**src/rtl/shift_pkg.sv**
```systemverilog
// Shared types for the multi-cycle shift unit: operation encoding and FSM states.
package shift_pkg;

    typedef enum logic [2:0] {
        OpSll  = 3'd0,
        OpSrl  = 3'd1,
        OpSra  = 3'd2,
        OpRol  = 3'd3,
        OpRor  = 3'd4,
        OpPass = 3'd5
    } shift_op_t;

    typedef enum logic [1:0] {
        StIdle,
        StShift,
        StDone
    } state_t;

    localparam logic [2:0] OP_LAST_SHIFT = 3'd4;

    // Encodings above the last real shift (5-7) all pass the operand through.
    function automatic logic op_is_pass(input logic [2:0] op);
        return op > OP_LAST_SHIFT;
    endfunction

endpackage

```
**src/rtl/shift_step.sv**
```systemverilog
// Combinational single step: shifts or rotates data by n bits, where n never exceeds STEP.
module shift_step
    import shift_pkg::*;
#(
    parameter int unsigned WIDTH = 32,
    parameter int unsigned STEP  = 1
) (
    input  logic [WIDTH-1:0]         data,
    input  logic [2:0]               op,
    input  logic [$clog2(STEP):0]    n,
    output logic [WIDTH-1:0]         result
);

    logic [2*WIDTH-1:0] dbl;
    logic [2*WIDTH-1:0] rol_w;
    logic [2*WIDTH-1:0] ror_w;

    // Rotates shift a doubled copy so wrapped bits fall into the kept half.
    always_comb begin
        dbl   = {data, data};
        rol_w = dbl << n;
        ror_w = dbl >> n;
        case (op)
            OpSll:   result = data << n;
            OpSrl:   result = data >> n;
            OpSra:   result = $signed(data) >>> n;
            OpRol:   result = rol_w[2*WIDTH-1:WIDTH];
            OpRor:   result = ror_w[WIDTH-1:0];
            default: result = data;
        endcase
    end

endmodule

```
**src/rtl/shift_unit_mc.sv**
```systemverilog
// Multi-cycle shift/rotate unit: accepts a request, shifts up to STEP bits per cycle,
// then presents the registered result until the consumer takes it.
module shift_unit_mc
    import shift_pkg::*;
#(
    parameter int unsigned WIDTH = 32,
    parameter int unsigned AMT_W = $clog2(WIDTH),
    parameter int unsigned STEP  = 1
) (
    input  logic             clk,
    input  logic             r,
    input  logic             in_valid,
    output logic             in_ready,
    input  logic [2:0]       op,
    input  logic [WIDTH-1:0] din,
    input  logic [AMT_W-1:0] amt,
    output logic             out_valid,
    input  logic             out_ready,
    output logic [WIDTH-1:0] dout,
    output logic             busy
);

    localparam int unsigned N_W = $clog2(STEP) + 1;

    if (WIDTH < 4 || (WIDTH & (WIDTH - 1)) != 0) begin : g_bad_width
        $fatal(1, "shift_unit_mc: WIDTH must be a power of two and at least 4");
    end
    if (STEP < 1 || STEP > WIDTH / 2 || (STEP & (STEP - 1)) != 0) begin : g_bad_step
        $fatal(1, "shift_unit_mc: STEP must be a power of two between 1 and WIDTH/2");
    end

    state_t           state_q;
    logic [WIDTH-1:0] data_q;
    logic [2:0]       op_q;
    logic [AMT_W-1:0] rem_q;
    logic [AMT_W-1:0] rem_next;
    logic [N_W-1:0]   step_n;
    logic [WIDTH-1:0] step_data;

    always_comb begin
        if (rem_q >= AMT_W'(STEP)) begin
            step_n = N_W'(STEP);
        end else begin
            step_n = rem_q[N_W-1:0];
        end
        rem_next = rem_q - AMT_W'(step_n);
    end

    shift_step #(
        .WIDTH (WIDTH),
        .STEP  (STEP)
    ) u_step (
        .data   (data_q),
        .op     (op_q),
        .n      (step_n),
        .result (step_data)
    );

    // Reset gates acceptance combinationally so nothing is taken while r is high.
    assign in_ready = (state_q == StIdle) && !r;

    always_ff @(posedge clk) begin
        if (r) begin
            state_q   <= StIdle;
            data_q    <= '0;
            op_q      <= '0;
            rem_q     <= '0;
            dout      <= '0;
            out_valid <= 1'b0;
            busy      <= 1'b0;
        end else begin
            case (state_q)
                StIdle: begin
                    if (in_valid) begin
                        data_q <= din;
                        op_q   <= op;
                        busy   <= 1'b1;
                        if (op_is_pass(op) || amt == '0) begin
                            rem_q     <= '0;
                            dout      <= din;
                            out_valid <= 1'b1;
                            state_q   <= StDone;
                        end else begin
                            rem_q   <= amt;
                            state_q <= StShift;
                        end
                    end
                end
                StShift: begin
                    data_q <= step_data;
                    rem_q  <= rem_next;
                    if (rem_next == '0) begin
                        dout      <= step_data;
                        out_valid <= 1'b1;
                        state_q   <= StDone;
                    end
                end
                StDone: begin
                    if (out_ready) begin
                        out_valid <= 1'b0;
                        busy      <= 1'b0;
                        state_q   <= StIdle;
                    end
                end
                default: state_q <= StIdle;
            endcase
        end
    end

endmodule

```
**config.mk**
```make
export PLATFORM = sky130hd
export DESIGN_NAME = shift_unit_mc
export DESIGN_NICKNAME = d
export VERILOG_FILES = /design/src/rtl/shift_pkg.sv /design/src/rtl/shift_step.sv /design/src/rtl/shift_unit_mc.sv
export SDC_FILE = /design/constraint.sdc
export NUM_CORES = 1
export LEC_CHECK = 0
export CAP_MARGIN = 20
export CORE_ASPECT_RATIO = 1.4
export CORE_UTILIZATION = 53
export DETAILED_ROUTE_END_ITERATION = 8
export GPL_ROUTABILITY_DRIVEN = 0
export HOLD_SLACK_MARGIN = 0.12
export PLACE_DENSITY = 0.8
export SETUP_SLACK_MARGIN = 0.3
export SLEW_MARGIN = 10
export SYNTH_ARGS = -nofsm -noshare
export SYNTH_HDL_FRONTEND = slang
export SYNTH_SLANG_ARGS = --single-unit
```
**constraint.sdc**
```tcl
create_clock -name clk -period 2.9 [get_ports clk]
set_input_delay 0.58 -clock clk [delete_from_list [all_inputs] [get_ports clk]]
set_output_delay 0.58 -clock clk [all_outputs]
set_load 0.1 [all_outputs]
```
==> metrics.yaml <==
syn-instance-count: 511
die_area_um2: 8891
cts-buffers-inserted: 9
cp.depth: 11
switchingPower_mw: 2.077
num_vias: 4490
cp_common_cell: "nor2_4"
path_buf_inv: 2
critPathTopFamily: "simple AND/OR/NAND/NOR gates"
h-tree-depth: 3
portBuffers: 78
synth_top_area_frac: 0.3372
synth_nets: 557
finalPower_mw: 4.858
hold_class: "register to register"
grt_max_degree: 78
dpl.hpwl_um: 7542
setup_violations: 0
drt-vias-per-instance: 6.555
hold_violations: 0
endpoint: "dout[0]$_SDFFE_PP0P_"
critPathLaunchType: "register"
cts_buffer_depth: 2
finalClockSkew_ns: 0.005385
synth-edff-count: 0
cp.arrival_ns: 2.90
drt_iter0_markers: 373
initial_core_util: 0.5504
cts_root_buffer: "clkbuf_16"
multi_input_area_um2: 2947
seq_area_um2: 1526
num-nets-final: 624
drt-pass1-iter-count: 5
wirelength_um: 14160
rrSetupSlack_ns: 0.19
post-route-period-util: 0.9357
area_growth_pct: 34.11
critPathSlowestCell: "or4_4"
yosysMostFrequentCell: "nor2_1"
ys_dominant_reg_cell: "dfxtp_1"
wire_per_inst_um: 20.68
grt-ovfl-total: 0
final.min_clock_period_ns: 2.714
cts_tree: "done"
reg2reg_to: "dout[0]$_SDFFE_PP0P_"
cp.required_ns: 3.08
slew_violations: 0
setup_tns_ns: 0
grt_pass1_vias: 4433
power_density_nw_per_um2: 802.9
crit_type: "register to register"
drive_gt1_frac: 0.2985
grtUsageTotal: 0.2980
worstMarginPinSlew_ns: 0.9783
ant_nets: 0
ir_drop_v: 0.0004816
rsz0062_at_grt: "yes"
synth_top_area_cell: "dfxtp_1"
holdWs_ns: 0.5005
synthTopCellsByCount: "nor2_1 (88), dfxtp_1 (76), a21oi_1 (62), a211oi_1 (35), mux2i_1 (33)"
ys_seq_area_frac: 0.3372
switching_share: 0.4275
num_rows: 39
async_reset_ff_frac: 0
clk_latency_ns: 0.35
clkTransAtPathRegs_ns: 0.06
setup.worst_path.start: "rem_q[1]$_SDFFE_PP0P_"
max_cap_viol_count: 0
core_um2: 8198
ys_warn_count: 0
crit_fanout: 8
p_clk_frac: 0.264
n_fill_cell: 575
ys_types: 57
rr_worst_depth: 11
antenna_cells: 0
r2r-start: "rem_q[1]$_SDFFE_PP0P_"
cts.sinks: 76
antenna_found_initial: 0
syn_area_um2: 4512
syn_area_per_cell_um2: 8.829
max_stage_delay_ns: 0.55
comb_power_share: 0.448
grt_pass1_wl_um: 20800
dieWidth_um: 79.98
outcome: "completed"
synth_seq_cells: 76
cts_hold_buf: 0
p_int_mw: 2.781
endpoint_kind: "register"
fmax_ghz: 0.3685
p_seq_frac: 0.288
synthTopCellsByArea: "dfxtp_1 (34%), o221ai_2 (7.7%), mux2i_1 (7.3%)"
leakage_nw: 2.172
route.detailed.drc: 0
crit_chain: "or4_4, nor2_4, nor2_4, ha_4, xnor2_2, a41oi_2, nor3_4, buf_6, clkbuf_16, a21boi_4, a211oi_2"
slew_headroom: 0.3478
die_h_um: 111.2
ios: 79
-- flip-flops by register name (all words and copies together), names as in the netlist --
signal,flops
state_q,2
data_q,32
out_valid,1
rem_q,5
op_q,3
dout,32
busy,1
-- cells in the final DEF (no fill, tap or decap), types with 5 or more instances in the layout --
master / Yosys / layout
o221ai_2: 23 / 23
a21boi_2: 0 / 12
o21ai_0: 6 / 6
nand2_1: 19 / 19
buf_4: 9 / 49
o21ai_1: 7 / 7
clkdlybuf4s50_1: 0 / 42
a21boi_4: 0 / 10
dfxtp_1: 76 / 74
buf_12: 0 / 5
a221oi_2: 7 / 7
o22ai_1: 7 / 7
inv_1: 8 / 8
mux2i_1: 33 / 33
a211oi_1: 35 / 33
a311oi_1: 6 / 5
nor2_1: 88 / 85
clkbuf_16: 0 / 13
a21oi_1: 62 / 61
a211oi_2: 15 / 17
-- worst min-delay path: cells and delay by family (launching register included) --
kind / cells / cell delay (ns)
flops: 1 / 0.32
compound gates: 1 / 0.04
simple gates: 1 / 0.09
-- how the worst min path moves through the flow --
stage                                          to                    start  slack [ns]  cells after the start
after floorplan           data_q[31]$_SDFFE_PP0P_  data_q[31]$_SDFFE_PP0P_        0.46                      2
after global placement     out_valid$_SDFFE_PP0P_   out_valid$_SDFFE_PP0P_        0.48                      2
after detailed placement    dout[31]$_SDFFE_PP0P_    dout[31]$_SDFFE_PP0P_        0.48                      2
after CTS                  out_valid$_SDFFE_PP0P_   out_valid$_SDFFE_PP0P_        0.50                      2
after global routing       out_valid$_SDFFE_PP0P_   out_valid$_SDFFE_PP0P_        0.53                      2
final                       dout[28]$_SDFFE_PP0P_    dout[28]$_SDFFE_PP0P_        0.50                      2
-- logic make-up (layout without fill, tap and decap cells) --
logic type,after synthesis,in the layout,synth area share
and+or+nand+nor,126,126,0.1217
muxes,33,33,0.07321
buffers and inverters,58,130,0.06822
DFF,76,76,0.3372
AOI/OAI and AO/OA,212,212,0.3844
adders and majority gates,3,3,0.007764
xor gates and xnor gates,3,3,0.007489
-- area by class of cell --
class | instances | share of cell area
multi-input combinational | 377 | 0.4870
sequential | 76 | 0.2523
timing repair buffer | 106 | 0.1789
clock buffer | 13 | 0.04467
tap | 102 | 0.02109
clock inverter | 3 | 0.01117
inverter | 8 | 0.004963
-- power groups by stage --
stage | logic [mW] | clock network (mW) | registers (mW)
3_5_place_dp | 1.86 | 0 | 1.41
3_3_place_gp | 1.82 | 0 | 1.40
2_1_floorplan | 0.972 | 0 | 1.87
6_report | 2.18 | 1.28 | 1.40
5_1_grt | 2.29 | 1.32 | 1.42
4_1_cts | 1.96 | 1.28 | 1.39
-- per-layer routing --
metal,share of wire,track usage,vias to the layer above
li1,-,-,2052
met1,0.37,0.3412,2179
met2,0.53,0.5128,211
met3,0.061,0.04444,48
met4,0.039,0.1726,0
met5,0,0,-
-- through the flow --
stage | instances | worst slack (ns) | util | cell area (um^2)
3_3_place_gp | 655 | 0.2113 | 0.6389 | 5238
2_1_floorplan | 511 | 0.3396 | - | 4523
3_5_place_dp | 655 | 0.1009 | 0.6389 | 5238
6_report | 685 | 0.1865 | 0.7381 | 6051
5_1_grt | 685 | 0.1306 | 0.7381 | 6051
4_1_cts | 676 | 0.2883 | 0.6995 | 5734
-- what timing repair did --
action,in CTS,in global routing
pin swaps,3,20
buffers inserted,3,4
endpoints found under the setup margin,31,33
resized for setup,23,41
gates cloned,2,5
Power figures use the tool's default switching activity.
